**src/rtl/seg7_pkg.sv**
```systemverilog
// Shared definitions for the 7-segment scan driver.
//   SEG_TABLE : 16-entry hex-to-segment table, active-high, bit order gfedcba
//   hex2seg   : decode one nibble into its segment pattern
package seg7_pkg;

  localparam logic [6:0] SEG_TABLE [16] = '{
    7'h3F, 7'h06, 7'h5B, 7'h4F, 7'h66, 7'h6D, 7'h7D, 7'h07,
    7'h7F, 7'h6F, 7'h77, 7'h7C, 7'h39, 7'h5E, 7'h79, 7'h71
  };

  function automatic logic [6:0] hex2seg(input logic [3:0] nib);
    return SEG_TABLE[nib];
  endfunction

endpackage

```
**src/rtl/seg7_prescaler.sv**
```systemverilog
// Terminal-count tick generator for the digit scan.
//   clk_i  : clock, rising edge
//   rst_i  : synchronous active-high reset, clears the count
//   en_i   : count enable; the count holds while low
//   tick_o : high in the cycle the count sits at DIV-1 with en_i high
module seg7_prescaler #(
  parameter int DIV = 100000
) (
  input  logic clk_i,
  input  logic rst_i,
  input  logic en_i,
  output logic tick_o
);

  localparam int CW = $clog2(DIV);

  logic [CW-1:0] cnt_q, cnt_d;

  assign tick_o = en_i && (cnt_q == CW'(DIV - 1));

  always_comb begin
    cnt_d = cnt_q;
    if (en_i) cnt_d = tick_o ? '0 : cnt_q + CW'(1);
  end

  always_ff @(posedge clk_i) begin
    if (rst_i) cnt_q <= '0;
    else       cnt_q <= cnt_d;
  end

endmodule

```
**src/rtl/seg7_scan_driver.sv**
```systemverilog
// Multiplexed 7-segment display driver with frame-synchronous data update.
//   clk, rst           : clock (rising edge), synchronous active-high reset
//   en                 : scan enable; low freezes the scan and darkens all digits
//   load               : strobe capturing data/blank/dp into the pending register
//   data, blank, dp    : nibble per digit, forced blank per digit, decimal point per digit
//   an, seg, dp_out    : registered digit enables, segments (gfedcba), decimal point
//   digit_idx          : current scan digit
//   frame_done         : one-cycle pulse in the cycle digit_idx wraps to 0
module seg7_scan_driver
  import seg7_pkg::*;
#(
  parameter int NUM_DIGITS  = 8,
  parameter int REFRESH_DIV = 100000,
  parameter int ACTIVE_LOW  = 1,
  parameter int LZ_SUPPRESS = 0
) (
  input  logic                          clk,
  input  logic                          rst,
  input  logic                          en,
  input  logic                          load,
  input  logic [4*NUM_DIGITS-1:0]       data,
  input  logic [NUM_DIGITS-1:0]         blank,
  input  logic [NUM_DIGITS-1:0]         dp,
  output logic [NUM_DIGITS-1:0]         an,
  output logic [6:0]                    seg,
  output logic                          dp_out,
  output logic [$clog2(NUM_DIGITS)-1:0] digit_idx,
  output logic                          frame_done
);

  localparam int   IW  = $clog2(NUM_DIGITS);
  localparam logic POL = (ACTIVE_LOW != 0);

  logic                    tick, wrap;
  logic [IW-1:0]           idx_q, idx_d;
  logic [4*NUM_DIGITS-1:0] pend_data_q, act_data_q;
  logic [NUM_DIGITS-1:0]   pend_blank_q, act_blank_q;
  logic [NUM_DIGITS-1:0]   pend_dp_q, act_dp_q;
  logic                    out_en_q;
  logic                    fd_q;
  logic [NUM_DIGITS-1:0]   an_q, an_d;
  logic [6:0]              seg_q, seg_d;
  logic                    dp_q, dp_d;

  // Decode scratch
  logic [4*NUM_DIGITS-1:0] upper;
  logic [3:0]              nib;
  logic                    suppress, lit;
  logic [NUM_DIGITS-1:0]   an_raw;
  logic [6:0]              seg_raw;
  logic                    dp_raw;

  seg7_prescaler #(
    .DIV(REFRESH_DIV)
  ) u_prescaler (
    .clk_i (clk),
    .rst_i (rst),
    .en_i  (en),
    .tick_o(tick)
  );

  assign wrap = tick && (idx_q == IW'(NUM_DIGITS - 1));

  always_comb begin
    idx_d = idx_q;
    if (tick) idx_d = wrap ? '0 : idx_q + IW'(1);
  end

  always_comb begin
    // Shifting the current digit down to bit 0 leaves exactly this nibble and
    // every higher one, so a zero result means "this and all above are 0".
    upper    = act_data_q >> {idx_q, 2'b00};
    nib      = upper[3:0];
    suppress = (LZ_SUPPRESS != 0) && (idx_q != '0) && (upper == '0);
    lit      = out_en_q && en && !act_blank_q[idx_q] && !suppress;
    an_raw   = lit ? (NUM_DIGITS'(1) << idx_q) : '0;
    seg_raw  = lit ? hex2seg(nib) : '0;
    dp_raw   = lit && act_dp_q[idx_q];
    an_d     = an_raw ^ {NUM_DIGITS{POL}};
    seg_d    = seg_raw ^ {7{POL}};
    dp_d     = dp_raw ^ POL;
  end

  // out_en_q keeps the outputs dark for one extra cycle after reset release.
  always_ff @(posedge clk) begin
    if (rst) begin
      idx_q        <= '0;
      pend_data_q  <= '0;
      pend_blank_q <= '0;
      pend_dp_q    <= '0;
      act_data_q   <= '0;
      act_blank_q  <= '0;
      act_dp_q     <= '0;
      out_en_q     <= 1'b0;
      fd_q         <= 1'b0;
      an_q         <= {NUM_DIGITS{POL}};
      seg_q        <= {7{POL}};
      dp_q         <= POL;
    end else begin
      idx_q    <= idx_d;
      out_en_q <= 1'b1;
      fd_q     <= wrap;
      if (load) begin
        pend_data_q  <= data;
        pend_blank_q <= blank;
        pend_dp_q    <= dp;
      end
      if (wrap) begin
        act_data_q  <= load ? data  : pend_data_q;
        act_blank_q <= load ? blank : pend_blank_q;
        act_dp_q    <= load ? dp    : pend_dp_q;
      end
      an_q  <= an_d;
      seg_q <= seg_d;
      dp_q  <= dp_d;
    end
  end

  assign an         = an_q;
  assign seg        = seg_q;
  assign dp_out     = dp_q;
  assign digit_idx  = idx_q;
  assign frame_done = fd_q;

endmodule

```
**config.mk**
```make
export PLATFORM = sky130hd
export DESIGN_NAME = seg7_scan_driver
export DESIGN_NICKNAME = d
export VERILOG_FILES = /design/src/rtl/seg7_pkg.sv /design/src/rtl/seg7_prescaler.sv /design/src/rtl/seg7_scan_driver.sv
export SDC_FILE = /design/constraint.sdc
export NUM_CORES = 1
export LEC_CHECK = 0
export ABC_AREA = 1
export BUFFER_PORTS_ARGS = -buffer_cell sky130_fd_sc_hd__buf_4
export CAP_MARGIN = 10
export CORE_MARGIN = 1.5
export CORE_UTILIZATION = 52
export DETAILED_ROUTE_END_ITERATION = 8
export MAX_ROUTING_LAYER = met4
export PLACE_DENSITY = 0.76
export SLEW_MARGIN = 10
export SYNTH_ARGS = -nofsm -noshare
export SYNTH_HDL_FRONTEND = slang
export SYNTH_SLANG_ARGS = --single-unit
```
**constraint.sdc**
```tcl
create_clock -name clk -period 1.6 [get_ports clk]
set_input_delay 0.48 -clock clk [delete_from_list [all_inputs] [get_ports clk]]
set_output_delay 0.48 -clock clk [all_outputs]
set_load 0.01 [all_outputs]
```
==> impl_metrics.csv <==
group,metric,value,unit
setup_path,r2r_start,"digit_idx[0]",
synth,synth_area_per_cell,7.23,um^2
setup_path,r2r_slack,-0.13,ns
min_path,min_from,"rst",
route,vias,5381,
clock_network,cts_root_buf,"clkbuf_8",
min_path,min_path_cells,2,
placed_design,post-place-ws,-0.107,ns
synth,synth.yosys.seq_area_share,46.4,%
global_route,grt_pass1_wl,22400,um
synth,synth_cell_types,30,
synth,yosys-top-cells-count,"nand2_1 (180), nor2_1 (154), dfxtp_1 (134), inv_1 (95), nand3_1 (71)",
clock_network,hold_buffers,0,
synth,post-synth-top-count-cell,"nand2_1",
global_route,grtUsageTotal,25.2,%
setup_path,worstPathRequired,1.12,ns
floorplanning,core_area,10800,um^2
power_and_ir_drop,powerDensity,960,nW/um^2
synth,synth-warning-count,0,
floorplanning,die_x,108,um
sta,finClkSkew,0.00807,ns
sta,rsz0062_at_grt,"yes",
sta,setup_slack,-0.158,ns
min_path,worstHoldPathType,"input pin to flop",
route,drc,0,
global_route,grt_max_degree,55,
floorplanning,io_pins,72,
floorplanning,dieHeight,108,um
synth,syn_area,5780,um^2
placed_design,dp_hpwl,9480,um
route,drtAntennaViolNets,0,
clock_network,clkSinkCount,134,
floorplanning,num_rows,38,
sta,finalCritPeriodShare,110,%
finish,nNetsFinal,973,
finish,fin_area,7680,um^2
clock_network,clk_pin_slew_worst_paths,0.06,ns
setup_path,path_class,"flop to primary output",
setup_path,end_kind,"primary output",
synth,ys_top_cells_by_area,"dfxtp_1 (46%), nand2_1 (12%), nor2_1 (10%)",
clock_network,insertion_delay,0.53,ns
global_route,antenna_found_initial,0,
power_and_ir_drop,ir_drop,0.869,mV
synth,syn_inst,800,
setup_path,critPathArrivalTime,1.28,ns
sta,tightest_slew,0.306,ns
finish,syn_to_final_growth,32.7,%
synth,synthFlopType,"dfxtp_1",
sta,drv_slew,0,
finish,antenna_cells,0,
floorplanning,dieArea,11800,um^2
setup_path,r2r-end,"seg[3]",
global_route,grt_overflow_total,0,
sta,maxSlewHeadroom,79.4,%
synth,synth-edff-count,0,
placed_design,place_congestion,0.920,
clock_network,numCtsBuffers,17,
setup_path,r2r_cells,11,
sta,fmax,569,MHz
finish,drive_gt1_share,23.0,%
placed_design,portBuffers,71,
global_route,grt_pass1_vias,5036,
floorplanning,start_util,53.3,%
synth,async_reset_ff_share,0,%
synth,ys_seq_elements,134,
route,dr.pass1.iters,5,
outcome,violations,"setup timing",
synth,yosys.area.top_type,"dfxtp_1",
setup_path,crit_path_start_kind,"flop",
setup_path,cp_max_fo,5,
clock_network,h-tree-depth,4,
clock_network,cts_tree,"built",
min_path,hold_end,"u_prescaler.cnt_q[4]",
sta,setup_viol,35,
route,viasPerCell,5.08,
synth,synthesis.nets,865,
sta,period_needed,1.76,ns
sta,hold_viol_final,0,
route,wl_per_cell,13.5,um
route,drt_iter0_drc,308,
placed_design,place_area,6720,um^2
synth,synth_top_area_share,46.4,%
flow_run,drv_cap,0,
route,routed_wl,14300,um
clock_network,cts_max_path_buffers,2,
power_and_ir_drop,p_leak,3.56,nW
outcome,status,"finished, violations left",
-- cells by family after synthesis --
| family | count (synthesis) | synth area share [%] |
|---|---|---|
| buffers and inverters | 134 | 9.69 |
| multiplexers | 28 | 4.85 |
| XOR/XNOR | 3 | 0.454 |
| AO/OA/AOI/OAI | 62 | 5.58 |
| flip-flops | 134 | 46.4 |
| adder cells (fa/ha/maj) | 13 | 2.81 |
| AND/OR/NAND/NOR | 426 | 30.2 |
-- layout by cell type, fill, tap and decap left out, drive strengths merged --
cell      n
o211ai    1
or2       1
nand2   181
nand3    71
clkinv    5
o21ai    27
inv      97
nor3b     2
nand3b    1
buf     122
nor3      6
dfxtp   134
mux2i    28
a32o      2
nor2    155
ha       13
clkbuf   29
nand4     8
a21oi    32
and3      1
xor2      3
-- registers in the layout, indices dropped and copies added, names as in the netlist --
name and cells:
pend_blank_q 8, dp_out 1, digit_idx 3, seg 7
pend_data_q 32, act_dp_q 8, pend_dp_q 8, out_en_q 1
frame_done 1, act_data_q 32, act_blank_q 8, an 8
u_prescaler.cnt_q 17
-- per-layer routing --
layer	wire length (um)	global-route usage, %	vias to the layer above
met3	681	6.57	34
met4	358	12.5	0
met5	0	-	-
met1	6290	29.2	2492
li1	-	-	2706
met2	7010	40.3	149
-- worst max-delay path by stage --
| stage | to | startpoint | slack, ns |
|---|---|---|---|
| 4_1_cts | digit_idx[0] | digit_idx[0] | -0.07 |
| 2_1_floorplan | seg[0] | digit_idx[0] | -0.03 |
| 5_1_grt | seg[3] | digit_idx[0] | -0.26 |
| 3_3_place_gp | seg[6] | digit_idx[0] | -0.09 |
| 3_5_place_dp | seg[3] | digit_idx[0] | -0.11 |
| 6_report | digit_idx[0] | digit_idx[0] | -0.16 |
-- critical path, stage by stage (launching register included) --
cell and delay, ns:
dfxtp_4 0.37, buf_6 0.14, buf_12 0.12, buf_6 0.11
-- area by class of cell --
| type | count | area (um^2) |
|---|---|---|
| flip-flops and latches | 134 | 2700 |
| repair buffers | 125 | 1130 |
| clock inverters | 4 | 20.0 |
| fillers | 837 | 3160 |
| inverters | 98 | 378 |
| well taps | 140 | 175 |
| multi-input cells | 532 | 2780 |
| clock buffers | 26 | 498 |
-- per-stage QoR --
step | total power, W | cells | setup TNS (ns) | hold slack (ns) | util, %
floorplan | 0.00377 | 800 | -0.0987 | 0.447 | -
global placement | 0.00394 | 1015 | -0.354 | 0.463 | 62.0
detailed placement | 0.00396 | 1015 | -0.936 | 0.462 | 62.0
CTS | 0.00737 | 1051 | -0.262 | 0.184 | 67.9
global route | 0.00762 | 1059 | -5.85 | 0.188 | 70.8
finish | 0.00737 | 1059 | -1.22 | 0.212 | 70.8
-- report_power, final --
part	leakage, nW	internal, W	switching, W
Combinational	2.21	0.000224	0.000247
Sequential	1.10	0.00342	0.0000249
Clock	0.261	0.00208	0.00137
-- repair_timing --
action / 4_1_cts / 5_1_grt
resized for setup: 20 / 50
pin swaps: 10 / 8
setup endpoints to repair: 38 / 67
buffers inserted: 6 / 4
gates cloned: 0 / 4
No activity file was read; power rests on OpenSTA's default activity.
